`src/rtl/seq_det_pkg.sv`:
```
// Shared definitions for the serial pattern detector: default parameters,
// the history-register action encoding and the counter saturation helper.
package seq_det_pkg;

    localparam int          DEF_PAT_W   = 3;
    localparam logic [2:0]  DEF_PATTERN = 3'b101;
    localparam int          DEF_CNT_W   = 8;

    // What the history/fill registers do at the next edge.
    typedef enum logic [1:0] {
        HIST_HOLD  = 2'd0,
        HIST_SHIFT = 2'd1,
        HIST_CLEAR = 2'd2
    } hist_act_e;

    // All-ones value of a w-bit counter (w in 1..32).
    function automatic logic [31:0] sat_limit(input int unsigned w);
        logic [31:0] lim;
        if (w >= 32'd32) begin
            lim = 32'hFFFF_FFFF;
        end else begin
            lim = (32'd1 << w) - 32'd1;
        end
        return lim;
    endfunction

endpackage

```
`src/rtl/seq_match_counter.sv`:
```
// Saturating match counter with synchronous reset, clear and increment.
// Clear wins over increment, so a match coinciding with a clear is dropped.
module seq_match_counter
    import seq_det_pkg::*;
#(
    parameter int CNT_W = DEF_CNT_W
) (
    input  logic             clk,
    input  logic             rst,
    input  logic             clr,
    input  logic             inc,
    output logic [CNT_W-1:0] count
);

    localparam logic [CNT_W-1:0] CNT_MAX = CNT_W'(sat_limit(CNT_W));

    logic [CNT_W-1:0] count_r;
    logic [CNT_W-1:0] count_next_s;

    // Next count: reset/clear to zero, else increment unless already saturated.
    always_comb begin
        count_next_s = count_r;
        if (rst || clr) begin
            count_next_s = '0;
        end else if (inc && (count_r != CNT_MAX)) begin
            count_next_s = count_r + CNT_W'(1);
        end else begin
            count_next_s = count_r;
        end
    end

    // Count register.
    always_ff @(posedge clk) begin
        count_r <= count_next_s;
    end

    assign count = count_r;

endmodule

```
`src/rtl/seq_pattern_detector.sv`:
```
// Mealy serial pattern detector. Accepted bits shift into a history register
// (newest at LSB); once PAT_W-1 bits are held, the incoming bit completes a
// candidate word that is compared against the active pattern in the same cycle.
module seq_pattern_detector
    import seq_det_pkg::*;
#(
    parameter int               PAT_W   = DEF_PAT_W,
    parameter logic [PAT_W-1:0] PATTERN = PAT_W'(DEF_PATTERN),
    parameter logic             OVERLAP = 1'b1,
    parameter int               CNT_W   = DEF_CNT_W
) (
    input  logic             CLK,
    input  logic             RESET,
    input  logic             EN,
    input  logic             A,
    input  logic             PAT_LOAD,
    input  logic [PAT_W-1:0] PAT_IN,
    input  logic             CNT_CLR,
    output logic             Y,
    output logic             Y_Q,
    output logic [CNT_W-1:0] COUNT,
    output logic [PAT_W-1:0] ACTIVE_PAT
);

    localparam int               FILL_W    = (PAT_W > 2) ? $clog2(PAT_W) : 1;
    localparam logic [FILL_W-1:0] FILL_FULL = FILL_W'(PAT_W - 1);

    logic [PAT_W-2:0]  hist_r;
    logic [FILL_W-1:0] fill_r;
    logic [PAT_W-1:0]  pat_r;
    logic              y_q_r;

    logic [PAT_W-1:0]  cand_s;
    logic [FILL_W-1:0] fill_inc_s;
    logic              y_s;
    hist_act_e         hist_act_s;

    assign cand_s = {hist_r, A};

    // Match strobe and history action for the coming edge.
    always_comb begin
        y_s        = 1'b0;
        hist_act_s = HIST_HOLD;
        fill_inc_s = fill_r;

        if (fill_r == FILL_FULL) begin
            fill_inc_s = fill_r;
        end else begin
            fill_inc_s = fill_r + FILL_W'(1);
        end

        if (!RESET && !PAT_LOAD && EN && (fill_r == FILL_FULL) && (cand_s == pat_r)) begin
            y_s = 1'b1;
        end else begin
            y_s = 1'b0;
        end

        if (RESET || PAT_LOAD) begin
            hist_act_s = HIST_CLEAR;
        end else if (y_s && !OVERLAP) begin
            hist_act_s = HIST_CLEAR;
        end else if (EN) begin
            hist_act_s = HIST_SHIFT;
        end else begin
            hist_act_s = HIST_HOLD;
        end
    end

    // History shift register and fill level.
    always_ff @(posedge CLK) begin
        case (hist_act_s)
            HIST_SHIFT: begin
                hist_r <= cand_s[PAT_W-2:0];
                fill_r <= fill_inc_s;
            end
            HIST_HOLD: begin
                hist_r <= hist_r;
                fill_r <= fill_r;
            end
            HIST_CLEAR: begin
                hist_r <= '0;
                fill_r <= '0;
            end
            default: begin
                hist_r <= '0;
                fill_r <= '0;
            end
        endcase
    end

    // Active pattern: reset default, or reloaded from PAT_IN.
    always_ff @(posedge CLK) begin
        if (RESET) begin
            pat_r <= PATTERN;
        end else if (PAT_LOAD) begin
            pat_r <= PAT_IN;
        end else begin
            pat_r <= pat_r;
        end
    end

    // Registered, glitch-free copy of the match strobe.
    always_ff @(posedge CLK) begin
        if (RESET) begin
            y_q_r <= 1'b0;
        end else begin
            y_q_r <= y_s;
        end
    end

    seq_match_counter #(
        .CNT_W (CNT_W)
    ) u_counter (
        .clk   (CLK),
        .rst   (RESET),
        .clr   (CNT_CLR),
        .inc   (y_s),
        .count (COUNT)
    );

    assign Y          = y_s;
    assign Y_Q        = y_q_r;
    assign ACTIVE_PAT = pat_r;

endmodule

```
`config.mk`:
```
export PLATFORM = sky130hd
export DESIGN_NAME = seq_pattern_detector
export DESIGN_NICKNAME = d
export VERILOG_FILES = /design/src/rtl/seq_det_pkg.sv /design/src/rtl/seq_match_counter.sv /design/src/rtl/seq_pattern_detector.sv
export SDC_FILE = /design/constraint.sdc
export NUM_CORES = 1
export LEC_CHECK = 0
export BUFFER_PORTS_ARGS = -buffer_cell sky130_fd_sc_hd__buf_2
export CAP_MARGIN = 20
export CORE_UTILIZATION = 55
export CTS_BUF_LIST = sky130_fd_sc_hd__clkbuf_2
export DETAILED_ROUTE_END_ITERATION = 12
export GPL_TIMING_DRIVEN = 0
export PLACE_DENSITY = 0.93
export SLEW_MARGIN = 20
export SYNTH_ARGS = -nofsm -noshare
export SYNTH_HDL_FRONTEND = slang
export SYNTH_SLANG_ARGS = --single-unit
```
`constraint.sdc`:
```
create_clock -name CLK -period 4 [get_ports CLK]
set_input_delay 0.2 -clock CLK [delete_from_list [all_inputs] [get_ports CLK]]
set_output_delay 0.2 -clock CLK [all_outputs]
set_load 0.03 [all_outputs]
```
# After elaboration in Yosys (flattened, before gate mapping)
# Index checks and enable logic that the tools add are counted.
# classes
mux,6
n_reduce_logical,11
n_addsub,2
n_eq_ne,5
bitwise_logic,1
# ops
cell,n
adder 8 x 1 -> 8 bit (second input constant),1
inequality test 8 bit (second input constant),1
one-hot mux 2 bit (2 select lines),2
logical AND 1 bit,5
2-to-1 mux 2 bit,2
equality test 3 bit,1
adder 2 x 1 -> 2 bit (second input constant),1
equality test 2 x 1 -> 1 bit (second input constant),1
equality test 2 bit (second input constant),1
zero test 1 bit,2
zero test 2 bit,1
logical OR 1 bit,2
2-to-1 mux 1 bit,2
inequality test 2 bit (second input constant),1
AND reduction 2 bit,1
NOT 1 bit,1
# totals
reg_bits,16
word_cells,30

# Longest topological paths before layout
# depth
depth_word,7
mapped_depth,7
mapped_depth_nobuf,7

# Modules after synthesis
# A second synthesis with hierarchy kept.
# hier_totals
cells_unflattened,80
hier_area_um2,798.3
# modules_own_cells
module,cells_per_inst,seq_area_each_um2,instances,area_per_inst_um2
seq_match_counter,48,160.2,1,421.7
seq_pattern_detector,32,200.2,1,376.6

# Least setup slack after synthesis
# OpenSTA, ideal clock, no wires.
# synth_timing
kind,register to register
startpoint,register fill_r[0]
endpoint,register u_counter.count_r[7] (netlist: u_counter.count[7])
setup_time_ps,130
arrival_time_ps,1463
setup_slack_ps,2407
path_buffers,1
synth_period_minus_slack_ps,1593
stages_incl_launch_ff,8
path_cell_list,edfxtp_1 -> inv_1 -> ha_1 -> and4bb_1 -> nand4_2 -> buf_4 -> o41ai_1 -> a21oi_1
# synth_via
elab_chain_cells,5
# synth_rtl
element,line,source
start: declaration,seq_pattern_detector.sv:29,logic [FILL_W-1:0] fill_r;
start signal: assignment,seq_pattern_detector.sv:74,fill_r <= fill_inc_s;
start signal: assignment,seq_pattern_detector.sv:78,fill_r <= fill_r;
equality test 2 bit,seq_pattern_detector.sv:52,if (!RESET && !PAT_LOAD && EN && (fill_r == FILL_FULL) && (cand_s == pat_r)) begin
logical AND 1 bit (2 in series),seq_pattern_detector.sv:52,
2-to-1 mux 1 bit,seq_pattern_detector.sv:52,
logical AND 1 bit,seq_match_counter.sv:25,end else if (inc && (count_r != CNT_MAX)) begin
end signal: assignment,seq_match_counter.sv:34,count_r <= count_next_s;
end: declaration,seq_match_counter.sv:17,logic [CNT_W-1:0] count_r;
# No other way between the ends.
# A chain may end at the register's enable or synchronous reset.

# Final worst setup path
# Same ends and word-level chain as after synthesis.

==> impl_metrics.json <==
{
  "cts_resized": 0,
  "fin_crit_sh_pct": 45.2,
  "fin_nets": 118,
  "place_congestion": 0.765,
  "worst_slew_pin_slew_ps": 559,
  "cpMaxStageDelayCell": "edfxtp_1",
  "ios": 22,
  "cts-root-buf": "clkbuf_2",
  "clkPwrFrac_pct": 28.2,
  "crit_buf_inv": 2,
  "synth_edf_count": 4,
  "yosysUniqueCellTypes": 32,
  "wl_per_cell_um": 12.8,
  "setup_violations": 0,
  "cp-start-kind": "flop",
  "status": "complete, no violations",
  "period_needed_ps": 1810,
  "drv_slew": 0,
  "combPwrFrac_pct": 9.6,
  "syn-num-nets": 92,
  "port_buffers": 21,
  "sequentialPowerShare_pct": 62.2,
  "die_w_um": 39.4,
  "syn_area_um2": 771,
  "track_usage_pct": 24.4,
  "cts-buffers-inserted": 3,
  "htree_levels": 1,
  "numClockSinks": 16,
  "synth-seq-area-share_pct": 46.8,
  "num_rows": 13,
  "cts_buffer_depth": 2,
  "via_per_inst": 5.93,
  "crit_path_end": "u_counter.count[7]",
  "vias": 718,
  "worst_slack_ps": 2190,
  "grt_pass1_vias": 608,
  "avgSynthCellArea_um2": 9.52,
  "hold_buffers": 0,
  "clk_latency_ps": 290,
  "antenna_found_initial": 0,
  "rsz0062_at_grt": "false",
  "vdd_ir_drop_max_uv": 229,
  "drive_gt1_share_pct": 28.3,
  "cp_max_fo": 10,
  "synthToLayoutAreaGrowth_pct": 18.7,
  "grt-ovfl-total": 0,
  "wl_um": 1550,
  "met1_length_um": 633,
  "max_stage_delay_ps": 420,
  "reg2reg_slack_ps": 2190,
  "fmax_mhz": 554,
  "grt_max_degree": 11,
  "worst-path-stages": 7,
  "cellPowerDensity_mw_per_mm2": 305,
  "wl_met2_um": 800,
  "worstPathRequired_ps": 4190,
  "dr.max_layer_used": "met4",
  "synthCells": 81,
  "drt_iter0_drc": 13,
  "start_util_pct": 59.2,
  "worstHoldStart": "PAT_IN[2]",
  "crit_type": "reg2reg",
  "skew_ps": 8.22,
  "maxSlewHeadroom_pct": 62.6,
  "ant_nets": 0,
  "crit_family": "compound AO/OA/AOI/OAI gates",
  "crit_start": "fill_r[0]",
  "hold_path_class": "in2reg",
  "dr.pass1.iters": 4,
  "switching_share_pct": 25.3,
  "p_leak_uw": 0.000393,
  "synth-main-ff-cell": "dfxtp_1",
  "core_mm2": 0.00130,
  "wl_met3_um": 67,
  "ys_ff_latch": 16,
  "switching_power_uw": 70.6,
  "post-dp-hpwl_um": 1170,
  "fp.dieH_um": 39.4,
  "drv_cap": 0,
  "synthArstFlopShare_pct": 0,
  "path_clk_slew_ps": 160,
  "dp_slack_ps": 2200,
  "grt_pass1_wl_um": 2450,
  "dieArea_mm2": 0.00156,
  "diodes": 0,
  "setup.worst_path.end_class": "flop",
  "r2r-start": "fill_r[0]",
  "crit_chain": "inv_1 -> ha_1 -> and4bb_1 -> nand4_2 -> buf_4 -> o41ai_1 -> a21oi_1",
  "p_int_uw": 208,
  "cts_setup_buffers": 0,
  "setup_tns_ps": 0,
  "p_total_uw": 279,
  "final-hold-violation-count": 0,
  "yosysWarningCount": 0,
  "reg2regPathDepth": 7,
  "r2r-end": "u_counter.count[7]",
  "arrival_ps": 2000,
  "drc": 0,
  "cts_tree": "built"
}
==> Yosys cell counts (2+ instances only) <==
cell type	n	share of area, %
ha_1	2	3.2
nor2b_1	2	1.6
xnor2_1	3	3.4
o21ai_1	4	2.6
nand2_1	5	2.4
inv_1	3	1.5
o31ai_1	2	1.9
nor2_1	6	2.9
a21oi_1	5	3.2
or4_1	3	2.9
nand3_1	5	3.2
or3_1	2	1.6
and3_1	4	3.2
dfxtp_1	12	31
edfxtp_1	4	16
a211o_1	2	2.3
mux2i_1	2	2.6
==> per-layer routing <==
metal  global-route usage (%)  up-vias
li1                         -      354
met1                     26.1      330
met2                     41.0       28
met3                     7.39        6
met4                     15.5        0
met5                        0        -
==> metrics by stage <==
stage / util, % / instances / instance area [µm²] / hold WS [ps]
after floorplan: - / 81 / 771 / 272
after global placement: 68.8 / 117 / 895 / 401
after detailed placement: 68.8 / 117 / 895 / 408
after CTS: 70.3 / 121 / 915 / 102
after global routing: 70.3 / 121 / 915 / 88.9
final: 70.3 / 121 / 915 / 99.1
==> power by group through the flow <==
stage	logic (µW)	registers, µW	clock network, µW
floorplan	12.4	180	0
global placement	25.7	177	0
detailed placement	26.8	177	0
CTS	27.0	174	77.8
global route	29.9	174	83.1
finish	26.8	174	78.5
==> worst min-delay path by stage <==
stage / to / slack, ps / cells past startpoint
after floorplan: ACTIVE_PAT[1] / 270 / 1
after global placement: ACTIVE_PAT[2] / 400 / 2
after detailed placement: ACTIVE_PAT[2] / 410 / 2
after CTS: ACTIVE_PAT[2] / 100 / 2
after global routing: ACTIVE_PAT[2] / 90 / 2
final: ACTIVE_PAT[2] / 100 / 2
==> cell families (layout without fill, tap and decap cells) <==
family                     after synthesis  count (layout)  synth area share, %
and+or+nand+nor                         36              36                 28.2
DFF                                     16              16                 46.8
AOI/OAI and AO/OA                       15              15                 11.8
buffers and inverters                    7              32                 3.89
xor gates and xnor gates                 3               3                 3.41
adders and majority gates                2               2                 3.25
muxes                                    2               2                 2.60
==> state kept, by name, indices dropped and copies added, names as in the netlist <==
register	flops
u_counter.count	8
ACTIVE_PAT	3
fill_r	2
hist_r	2
Y_Q	1
==> layout by cell type (no fill, tap or decap), drive strengths merged, types with 4 or more instances in the layout <==
cell     n
inv      4
edfxtp   4
dfxtp   12
buf     23
clkbuf   4
and3     4
nand2    5
o21ai    5
a21oi    5
nand3    5
nor2     6
==> layout make-up <==
type | instances | area [µm²]
repair buffers | 21 | 105
multi-input cells | 58 | 380
flip-flops and latches | 16 | 360
plain buffers | 2 | 11.3
clock buffers | 4 | 20.0
fillers | 115 | 387
inverters | 5 | 18.8
well taps | 15 | 18.8
No activity file was read; power rests on OpenSTA's default activity.
